--- config.mk ---
export PLATFORM = sky130hd
export DESIGN_NAME = ads5404_sync_align
export DESIGN_NICKNAME = d
export VERILOG_FILES = /design/src/rtl/ads5404_pkg.sv /design/src/rtl/ads5404_lane_align.sv /design/src/rtl/ads5404_sync_align.sv
export SDC_FILE = /design/constraint.sdc
export NUM_CORES = 1
export LEC_CHECK = 0
export ABC_AREA = 1
export CAP_MARGIN = 20
export CORE_UTILIZATION = 40
export CTS_CLUSTER_DIAMETER = 30
export CTS_CLUSTER_SIZE = 20
export DETAILED_ROUTE_END_ITERATION = 10
export PLACE_DENSITY = 0.66
export SYNTH_ARGS = -nofsm -noshare
export SYNTH_HDL_FRONTEND = slang
export SYNTH_SLANG_ARGS = --single-unit
--- constraint.sdc ---
create_clock -name adc_clk -period 7.85 [get_ports adc_clk]
set_clock_uncertainty 0.15 [all_clocks]
set_input_delay 1.9625 -clock adc_clk [delete_from_list [all_inputs] [get_ports adc_clk]]
set_output_delay 1.9625 -clock adc_clk [all_outputs]
set_load 0.005 [all_outputs]
--- src/rtl/ads5404_pkg.sv ---
// Shared types and helpers for the ADS5404 sync-alignment block.
package ads5404_pkg;

  typedef enum logic [1:0] {IDLE, ARMED, LOCKED} state_t;

  localparam int CNT_W_DEF = 16;

  // Adds b to a and clamps the result at max.
  function automatic logic [31:0] sat_add(input logic [31:0] a,
                                          input logic [31:0] b,
                                          input logic [31:0] max);
    logic [32:0] sum;
    sum = {1'b0, a} + {1'b0, b};
    return (sum > {1'b0, max}) ? max : sum[31:0];
  endfunction

endpackage

--- src/rtl/ads5404_lane_align.sv ---
// Two-lane phase mux: emits {later, earlier} starting on lane 0 (phase 0) or lane 1 (phase 1).
module ads5404_lane_align #(
  parameter int W = 12
) (
  input  logic           clk,
  input  logic           rst_n,
  input  logic           phase,
  input  logic [W-1:0]   x0,
  input  logic [W-1:0]   x1,
  output logic [2*W-1:0] y
);

  logic [W-1:0] r0;
  logic [W-1:0] r1;

  // NOTE: registers take non-blocking assignments so every flop samples pre-edge values.
  always_ff @(posedge clk or negedge rst_n) begin
    if (!rst_n) begin
      r0 <= '0;
      r1 <= '0;
      y  <= '0;
    end else begin
      r0 <= x0;
      r1 <= x1;
      y  <= phase ? {x0, r1} : {r1, r0};
    end
  end

endmodule

--- src/rtl/ads5404_sync_align.sv ---
// Finds the ADC sync edge at sample resolution, realigns lane pairs to it,
// checks sync periodicity and keeps saturating overrange/sync-error statistics.
module ads5404_sync_align
  import ads5404_pkg::*;
#(
  parameter int NBITS    = 12,
  parameter int PERIOD_W = 16,
  parameter int CNT_W    = CNT_W_DEF
) (
  input  logic                adc_clk,
  input  logic                user_rst_n,
  input  logic [NBITS-1:0]    da_0,
  input  logic [NBITS-1:0]    da_1,
  input  logic [NBITS-1:0]    db_0,
  input  logic [NBITS-1:0]    db_1,
  input  logic                sync_in_0,
  input  logic                sync_in_1,
  input  logic                ovra_0,
  input  logic                ovra_1,
  input  logic                ovrb_0,
  input  logic                ovrb_1,
  input  logic                arm,
  input  logic [PERIOD_W-1:0] sync_period,
  input  logic                clr_stats,
  output logic [2*NBITS-1:0]  a_out,
  output logic [2*NBITS-1:0]  b_out,
  output logic [1:0]          ovra_out,
  output logic [1:0]          ovrb_out,
  output logic                out_valid,
  output logic                out_sync,
  output logic                phase,
  output logic                locked,
  output logic [CNT_W-1:0]    sync_err_cnt,
  output logic [CNT_W-1:0]    ovra_cnt,
  output logic [CNT_W-1:0]    ovrb_cnt
);

  localparam logic [31:0] CNT_MAX = (32'd1 << CNT_W) - 32'd1;

  logic                rst_meta;
  logic                rst_n;
  state_t              state;
  logic                s1_prev;
  logic                edge0;
  logic                edge1;
  logic                accept;
  logic                mismatch;
  logic [PERIOD_W-1:0] word_cnt;
  logic [PERIOD_W-1:0] word_base;
  logic [PERIOD_W-1:0] word_next;
  logic [1:0]          ovra_inc;
  logic [1:0]          ovrb_inc;
  logic [1:0]          sync_w;

  // Reset asserts asynchronously but releases on the clock.
  always_ff @(posedge adc_clk or negedge user_rst_n) begin
    if (!user_rst_n) {rst_meta, rst_n} <= 2'b00;
    else             {rst_meta, rst_n} <= {1'b1, rst_meta};
  end

  // NOTE: every signal here is assigned on every path, so no latch can be inferred.
  always_comb begin
    edge0     = sync_in_0 & ~s1_prev;
    edge1     = sync_in_1 & ~sync_in_0;
    accept    = (edge0 | edge1) & ((state == ARMED) | ((state == LOCKED) & ~arm));
    mismatch  = accept & (state == LOCKED) &
                ((edge1 != phase) | ((sync_period != '0) & (word_cnt != '0)));
    // word_cnt indexes the word starting this cycle; a sync word is index 0.
    word_base = accept ? '0 : word_cnt;
    word_next = ((sync_period != '0) && (word_base >= sync_period - PERIOD_W'(1))) ?
                '0 : word_base + PERIOD_W'(1);
    ovra_inc  = {1'b0, ovra_0} + {1'b0, ovra_1};
    ovrb_inc  = {1'b0, ovrb_0} + {1'b0, ovrb_1};
  end

  always_ff @(posedge adc_clk or negedge rst_n) begin
    if (!rst_n) begin
      state     <= IDLE;
      phase     <= 1'b0;
      word_cnt  <= '0;
      out_valid <= 1'b0;
      s1_prev   <= 1'b0;
    end else begin
      s1_prev   <= sync_in_1;
      out_valid <= (state == LOCKED) & ~arm;
      if (accept) phase <= edge1;
      unique case (state)
        IDLE:    if (arm) state <= ARMED;
        ARMED:   if (accept) begin
                   state    <= LOCKED;
                   word_cnt <= word_next;
                 end
        LOCKED:  if (arm) state <= ARMED;
                 else     word_cnt <= word_next;
        default: state <= IDLE;
      endcase
    end
  end

  always_ff @(posedge adc_clk or negedge rst_n) begin
    if (!rst_n) begin
      sync_err_cnt <= '0;
      ovra_cnt     <= '0;
      ovrb_cnt     <= '0;
    end else if (clr_stats) begin
      sync_err_cnt <= '0;
      ovra_cnt     <= '0;
      ovrb_cnt     <= '0;
    end else begin
      if (mismatch) sync_err_cnt <= CNT_W'(sat_add(32'(sync_err_cnt), 32'd1, CNT_MAX));
      ovra_cnt <= CNT_W'(sat_add(32'(ovra_cnt), 32'(ovra_inc), CNT_MAX));
      ovrb_cnt <= CNT_W'(sat_add(32'(ovrb_cnt), 32'(ovrb_inc), CNT_MAX));
    end
  end

  ads5404_lane_align #(.W(NBITS)) u_da (
    .clk(adc_clk), .rst_n(rst_n), .phase(phase), .x0(da_0), .x1(da_1), .y(a_out)
  );
  ads5404_lane_align #(.W(NBITS)) u_db (
    .clk(adc_clk), .rst_n(rst_n), .phase(phase), .x0(db_0), .x1(db_1), .y(b_out)
  );
  ads5404_lane_align #(.W(1)) u_ovra (
    .clk(adc_clk), .rst_n(rst_n), .phase(phase), .x0(ovra_0), .x1(ovra_1), .y(ovra_out)
  );
  ads5404_lane_align #(.W(1)) u_ovrb (
    .clk(adc_clk), .rst_n(rst_n), .phase(phase), .x0(ovrb_0), .x1(ovrb_1), .y(ovrb_out)
  );
  // Lanes carry accepted edge markers, so bit 0 marks a word starting on the sync sample.
  ads5404_lane_align #(.W(1)) u_sync (
    .clk(adc_clk), .rst_n(rst_n), .phase(phase),
    .x0(accept & edge0), .x1(accept & edge1), .y(sync_w)
  );

  assign locked   = (state == LOCKED);
  assign out_sync = out_valid & (sync_w == 2'b01);

endmodule

==> results of run 1 <==
-- registers in the layout, summed over array words and instances, names as in the netlist, 2 cells and up --
register,cells
u_db.r1,12
u_db.y,24
u_ovrb.y,2
u_da.r0,12
u_ovra.y,2
sync_err_cnt,16
ovrb_cnt,16
state,2
u_da.r1,12
u_da.y,24
ovra_cnt,16
u_db.r0,12
word_cnt,16
u_sync.y,2
-- worst min path at each step --
stage / to / slack, ns / start
6_report: ovra_cnt[0] / 0.11 / rst_n
5_1_grt: ovra_cnt[9] / 0.14 / rst_n
4_1_cts: ovra_cnt[9] / 0.12 / rst_n
3_5_place_dp: ovra_cnt[6] / 0.12 / rst_n
3_3_place_gp: ovra_cnt[1] / 0.12 / rst_n
2_1_floorplan: rst_n / 0.18 / rst_meta
-- cell type report --
| type | count | area, um2 |
|---|---|---|
| inverter | 98 | 367.9 |
| clock inverter | 14 | 170.2 |
| fill | 1823 | 8906 |
| clock buffer | 18 | 439.2 |
| tap | 265 | 331.6 |
| timing repair buffer | 183 | 1837 |
| multi-input combinational | 619 | 3179 |
| sequential | 179 | 4484 |
| antenna | 1 | 2.502 |
-- metal layers --
metal / share of wire (%) / wire length (um)
met2: 45 / 8619
met3: 7.0 / 1330
met5: 0 / 0
met1: 47 / 8934
met4: 1.1 / 219
-- cell families (layout without fill, tap and decap cells) --
group | after synthesis | count (layout) | share of synthesized area, %
AOI/OAI and AO/OA | 96 | 96 | 6.249
xor gates and xnor gates | 49 | 49 | 5.266
adders and majority gates | 25 | 25 | 4.023
buffers and inverters | 124 | 313 | 6.019
DFF | 179 | 179 | 54.97
other | 1 | 2 | 0.04602
and+or+nand+nor | 448 | 448 | 23.43
-- placed cells by master, fill, tap and decap left out, types with 7 or more instances in the layout --
cell type,count
nor2_1,69
nand3_1,67
inv_1,96
xnor2_1,22
nand4_1,13
clkbuf_16,17
ha_1,23
nand2_1,260
dfrtp_1,177
nor3_1,11
xor2_1,27
a21oi_1,37
o21ai_0,45
inv_8,7
clkdlybuf4s50_1,177
-- report_power, final --
part	internal (W)	switching [W]	total, W
sequential	0.00108	0.0000690	0.00115
clock	0.000445	0.000419	0.000863
combinational	0.000369	0.000401	0.000770
total	0.00190	0.000888	0.00278
-- through the flow --
step	hold WS [ns]	setup WS, ns
after floorplan	0.1812	2.343
after global placement	0.1206	2.398
after detailed placement	0.1194	2.287
after CTS	0.1222	2.752
after global routing	0.1449	2.368
final	0.1058	2.697
==> flow_summary.toml, run 1 <==
[critical_path]
max_stage_delay_ns = 0.75
crit_buf_inv = 2
rr_worst_depth = 12
path_max_fanout = 12
critPathKind = "input pin to flop"
crit_chain = "clkdlybuf4s50_1 > nand2_1 > nand2_1 > inv_1 > a21oi_1 > nor2_1 > ha_1 > a21oi_1 > o21ai_0 > a21oi_1 > nand3_1 > a21oi_1 > nand3b_1 > o21ai_0"
end_kind = "flop"
r2r-end = "word_cnt[8]"
timing.rr.start = "state[0]"
crit_required_ns = 8.04
crit_arrival_ns = 5.35
cp_common_cell = "a21oi_1"
endpoint = "word_cnt[8]"
critical_path.slowest_cell = "a21oi_1"
start_kind = "input pin"
r2r_slack_ns = 4.33
crit_family = "compound AO/OA/AOI/OAI gates"
crit_start = "sync_in_1"
path_depth = 14

[synth]
yosysMostFrequentCell = "nand2_1"
synth_common_cells = "nand2_1, dfrtp_1, inv_1, nor2_1, nand3_1"
synth.avg_cell_area_um2 = 8.838
syn-num-nets = 1021
synth_edf_count = 0
synth_ff_type = "dfrtp_1"
postSynth.asyncResetShare_pct = 100.0
yosysWarningCount = 0
synth.area.top_cells = "dfrtp_1, nand2_1, inv_1"
synth_top_area_share_pct = 54.97
ys_types = 39
synthCells = 922
synth_seq_cells = 179
syn-cell-area_mm2 = 0.008149
yosysSeqAreaShare_pct = 54.97
synth_largest_area_cell = "dfrtp_1"

[clocking]
cts_buffers = 17
ctsResizeCount = 0
clock_path_buffers = 2
htree_levels = 4
clk_pin_slew_ns = 0.07
root_buffer = "clkbuf_16"
clock-sinks = 179
worstSkewPairLatency_ns = 0.42
cts_setup_buffers = 0
tritoncts = "done"
ctsHoldBuffers = 0

[floorplan]
rows = 51
core_mm2 = 0.01972
start_util_pct = 41.33
io_pins = 178
die_x_um = 144.7
die_h_um = 144.7
die_area_mm2 = 0.02095

[grt]
antenna_found_initial = 1
use_met2_pct = 30.26
grt_pass1_vias = 6277
grt_max_degree = 83
met3_usage_pct = 5.133
grt_use_total_pct = 19.10
grtUsageMet1_pct = 25.68
grt-ovfl-total = 0
grt_pass1_wl_um = 31050
grt-busiest-layer = "met2"

[timing]
rsz0062_at_grt = "false"
finalSetupViolCount = 0
worst_pin_slew_ns = 0.9779
relSlewSlack_pct = 34.80
fin_tns_setup_ns = 0
maxSlewViolCount = 0
hold_violations = 0
post-route-period-util_pct = 65.64
fmax_mhz = 194.1
layout_min_cycle_time_ns = 5.153

[cells_and_area]
final_util_pct = 54.83
final_cells = 1377
layout-drive-gt1-share_pct = 5.311
finalInstanceArea_mm2 = 0.01081
nNetsFinal = 1197
areaGrowthSynthToFinish_pct = 32.67

[detailed_routing]
drt-initial-drc-count = 308
drc = 0
wl_per_cell_um = 13.87
via_count = 6591
wl_um = 19100
antenna_left = 0
vias_per_cell = 4.786
dr.pass1.iters = 4

[place]
placedInstanceArea_mm2 = 0.01016
place_hpwl_um = 13700
place_inst = 1342
port-buffer-count = 177
gp_congestion = 0.8996

[worst_hold_path]
hold_path_class = "flop to async pin"

[outcome]
status = "finished, final reports clean"

[pwr]
ir_worst_vdd_uv = 150.3
finalPower_w = 0.002784
p_leak_nw = 5.046
power_density_mw_per_mm2 = 257.5

[run]
cap_violations = 0
No activity file was read; power rests on OpenSTA's default activity.
==> run 2: changes to the inputs <==
Clock period 7.85 ns to 4.87 ns, I/O delays scaled along.
==> flow_summary.toml, run 2 (synthesis gave the netlist of run 1 again) <==
[floorplan]
core_mm2 = 0.01972
die_h_um = 144.7
die_area_mm2 = 0.02095
io_pins = 178
rows = 51
start_util_pct = 41.33
die_x_um = 144.7

[cells_and_area]
layout-drive-gt1-share_pct = 5.481
final_cell_mix = "nand2_1, clkdlybuf4s50_1, dfrtp_1, inv_1, nor2_1"
areaGrowthSynthToFinish_pct = 32.35
reg.largest.list = "u_da.y (24), u_db.y (24)"
final_common_cell = "nand2_1"
nNetsFinal = 1200
finalInstanceArea_mm2 = 0.01079

[timing]
layout_min_cycle_time_ns = 4.068
rsz0062_at_grt = "false"
post-route-period-util_pct = 83.52
hold_ws_ns = 0.2046
fmax_mhz = 245.9
finalSetupViolCount = 0
relSlewSlack_pct = 41.67
maxSlewViolCount = 0
fin_tns_setup_ns = 0
hold_violations = 0
worst_pin_slew_ns = 0.8749

[critical_path]
r2r-end = "word_cnt[5]"
critical_path.slowest_cell = "clkdlybuf4s50_1"
rr_worst_depth = 14
crit_chain = "clkdlybuf4s50_1 > nor2_1 > nand2_1 > nor4_1 > nand3_1 > nor3_1 > xor2_1 > inv_1 > ha_1 > nand2_1 > nor3_1 > nand3_1 > nand3_1 > nand2_1 > nand2_1 > o22ai_1"
start_kind = "input pin"
end_kind = "flop"
crit_start = "sync_period[6]"
timing.rr.start = "state[0]"
crit_arrival_ns = 4.22
critPathKind = "input pin to flop"
path_max_fanout = 9
cp_common_cell = "nand2_1"
endpoint = "word_cnt[5]"
r2r_slack_ns = 2.02
crit_required_ns = 5.02
max_stage_delay_ns = 0.46

[place]
port-buffer-count = 177
placedInstanceArea_mm2 = 0.01021
place_hpwl_um = 13710
gp_congestion = 0.9203

[worst_hold_path]
hold_path_class = "flop to async pin"

[clocking]
ctsHoldBuffers = 0
cts_setup_buffers = 0
clock_path_buffers = 2
clock-sinks = 179
clk_pin_slew_ns = 0.07
tritoncts = "done"
cts_buffers = 17
worstSkewPairLatency_ns = 0.43
ctsResizeCount = 0
root_buffer = "clkbuf_16"
htree_levels = 4

[detailed_routing]
drc = 0
wl_per_cell_um = 13.78
vias_per_cell = 4.738
dr.pass1.iters = 5
wl_um = 19010
drt-initial-drc-count = 270
antenna_left = 0
via_count = 6534

[grt]
grt_pass1_wl_um = 30750
grt_pass1_vias = 6245
antenna_found_initial = 1
grt_use_total_pct = 19.23
grt-ovfl-total = 0
grt_max_degree = 80

[pwr]
power_density_mw_per_mm2 = 409.4
ir_worst_vdd_uv = 231.7
finalPower_w = 0.004415
p_leak_nw = 5.024

[run]
cap_violations = 0

[outcome]
status = "finished, final reports clean"
[run 2: worst max-delay path: cells and delay by family]
family                   cells  cell delay [ns]
AO/OA/AOI/OAI                1             0.13
AND/OR/NAND/NOR             11             1.91
adder cells (fa/ha/maj)      1             0.28
XOR/XNOR                     1             0.16
buffers and inverters        2             0.51
[run 2: layout make-up]
cell class                      count  area [um2]
Fill cell                        1813        8932
Antenna cell                        1       2.502
Tap cell                          265       331.6
Multi-Input combinational cell    619        3179
Clock buffer                       17       425.4
Timing Repair Buffer              186        1852
Sequential cell                   179        4484
Clock inverter                     14       142.6
Inverter                           98       367.9
[run 2: where the power goes]
| group | leakage [nW] | internal (W) | switching [W] | total, W |
|---|---|---|---|---|
| logic | 2.51 | 0.000600 | 0.000633 | 0.00123 |
| clock network | 0.266 | 0.000678 | 0.000637 | 0.00131 |
| registers | 2.25 | 0.00175 | 0.000121 | 0.00187 |
[run 2: worst min path at each step]
stage	start	end	slack, ns
after floorplan	rst_meta	rst_n	0.18
after global placement	rst_meta	rst_n	0.18
after detailed placement	rst_meta	rst_n	0.20
after CTS	rst_n	ovra_cnt[9]	0.23
after global routing	rst_meta	rst_n	0.24
final	rst_n	ovra_cnt[6]	0.20
[run 2: per-stage QoR]
stage               setup slack, ns  util (%)  instances
floorplan                     1.092         -        922
global placement             0.5467     51.81       1347
detailed placement           0.3678     51.81       1347
CTS                          0.8139     54.69       1378
global route                 0.4533     54.70       1379
finish                       0.8025     54.70       1379
[run 2: metal layers]
metal	vias to the layer above	wire length [um]	global-route usage, %
li1	3299	-	-
met1	3033	8898	25.86
met2	185	8617	29.86
met3	17	1212	5.331
met4	0	280	6.427
met5	-	0	0
==> run 3: changes to the inputs <==
Settings changed: PLACE_DENSITY 0.66 to 0.68.
Clock period 4.87 ns to 3.5 ns, I/O delays scaled along.
==> flow_summary.toml, run 3 (synthesis gave the netlist of run 1 again) <==
[cells_and_area]
filler_cell_count = 1718
final_util_pct = 58.35
reg.largest.list = "u_da.y (24), u_db.y (24)"
final_common_cell = "nand2_1"
finalInstanceArea_mm2 = 0.01151
final_cells = 1439
layout-drive-gt1-share_pct = 12.61
nNetsFinal = 1260
final_cell_mix = "nand2_1, dfrtp_1, clkdlybuf4s50_1, inv_1, nor2_1"
n_antenna_cell = 0
areaGrowthSynthToFinish_pct = 41.19

[critical_path]
crit_buf_inv = 2
crit_family = "simple AND/OR/NAND/NOR gates"
crit_required_ns = 3.71
end_kind = "flop"
max_stage_delay_ns = 0.44
crit_chain = "clkdlybuf4s50_1 > nor2_2 > nand2_2 > buf_4 > or3_4 > nor3_2 > xnor2_1 > ha_1 > a21oi_1 > o21a_1 > nand2_1 > nand2_1 > nand3_2 > a21oi_4 > nand3_1 > o21ai_1"
critical_path.slowest_cell = "clkdlybuf4s50_1"
path_max_fanout = 7
critPathKind = "input pin to flop"
cp_common_cell = "nand2_1"
start_kind = "input pin"
crit_arrival_ns = 3.60

[floorplan]
io_pins = 178
start_util_pct = 41.33
die_x_um = 144.7
core_mm2 = 0.01972
die_area_mm2 = 0.02095
rows = 51
die_h_um = 144.7

[pwr]
ir_worst_vdd_uv = 313.6
power_density_mw_per_mm2 = 562.8
finalPower_w = 0.006476
p_leak_nw = 5.445

[detailed_routing]
drt-initial-drc-count = 397
drc = 0
dr.pass1.iters = 5
wl_per_cell_um = 13.85
vias_per_cell = 4.730
antenna_left = 0
wl_um = 19930
via_count = 6806

[timing]
relSlewSlack_pct = 46.42
worst_pin_slew_ns = 0.8037
layout_min_cycle_time_ns = 3.390
post-route-period-util_pct = 96.86
hold_ws_ns = 0.2115
fmax_mhz = 295.0
finalSetupViolCount = 0
hold_violations = 0
maxSlewViolCount = 0

[clocking]
ctsHoldBuffers = 0
clk_pin_slew_ns = 0.08
worstSkewPairLatency_ns = 0.43
htree_levels = 4
tritoncts = "done"
clock-sinks = 179
clock_path_buffers = 2
cts_buffers = 17
root_buffer = "clkbuf_16"

[grt]
grt_use_total_pct = 19.72
grt_pass1_vias = 6453
antenna_found_initial = 0
grt_pass1_wl_um = 31950
grtUsageMet1_pct = 26.75
grt_max_degree = 65
use_met2_pct = 30.36
met3_usage_pct = 5.989
grt-busiest-layer = "met2"
grt-ovfl-total = 0

[place]
placedInstanceArea_mm2 = 0.01068
place_hpwl_um = 14300
place_inst = 1405
gp_congestion = 0.8603
port-buffer-count = 177

[run]
cap_violations = 0

[worst_hold_path]
hold_path_class = "flop to flop"

[outcome]
status = "finished, final reports clean"
==> run 3: cell types whose count changed in the layout (fill, tap and decap cells not counted), moves of 4 or more <==
cell	before	now
buf_4	8	65
nor3_1	11	5
nor3_2	3	8
clkdlybuf4s50_1	177	173
clkinvlp_4	4	0
dlymetal6s2s_1	0	4
ha_1	23	19
ha_4	0	4
nand3_1	67	63
==> run 3: stage by stage <==
stage	setup TNS (ns)	worst slack, ns
final	0	0.1100
after global routing	-0.09528	-0.03659
after detailed placement	-12.81	-0.8661
after floorplan	0	0.06406
after CTS	0	0.01847
after global placement	-8.947	-0.6523
==> run 3: worst paths after layout <==
path,start,endpoint,slack (ns),cells after the start
max,sync_period[2],word_cnt[13],0.11,16
min,rst_meta,rst_n,0.21,0
max reg2reg,state[0],word_cnt[13],0.66,13
min reg2reg,rst_meta,rst_n,0.21,0
max in group asynchronous,rst_n,u_db.y[2],2.12,1
min in group asynchronous,rst_n,word_cnt[3],0.26,0
==> run 3: timing repair <==
item | CTS | global route
pin swaps | 0 | 19
gates resized for setup | 5 | 34
hold endpoints to repair | 0 | 0
buffers inserted | 0 | 1
endpoints found under the setup margin | 16 | 16
==> run 3: where the power goes <==
group          switching [W]  internal, W  total, W  leakage [nW]
sequential          0.000179      0.00243   0.00261          2.25
combinational       0.000936     0.000949   0.00189          2.89
clock               0.000941      0.00104   0.00198         0.305
==> run 3: metal layers <==
metal | part of all wire [%] | vias to the layer above
li1 | - | 3417
met1 | 46 | 3187
met2 | 45 | 189
met3 | 7.7 | 13
met4 | 1.2 | 0
met5 | 0 | -
==> run 3: final cells by class <==
type                            count  area, um2  area share, %
Clock buffer                       17      425.4          3.697
Clock inverter                     15      205.2          1.783
Inverter                           98      367.9          3.197
Multi-Input combinational cell    619       3351          29.12
Sequential cell                   179       4484          38.97
Tap cell                          265      331.6          2.882
Timing Repair Buffer              246       2341          20.35
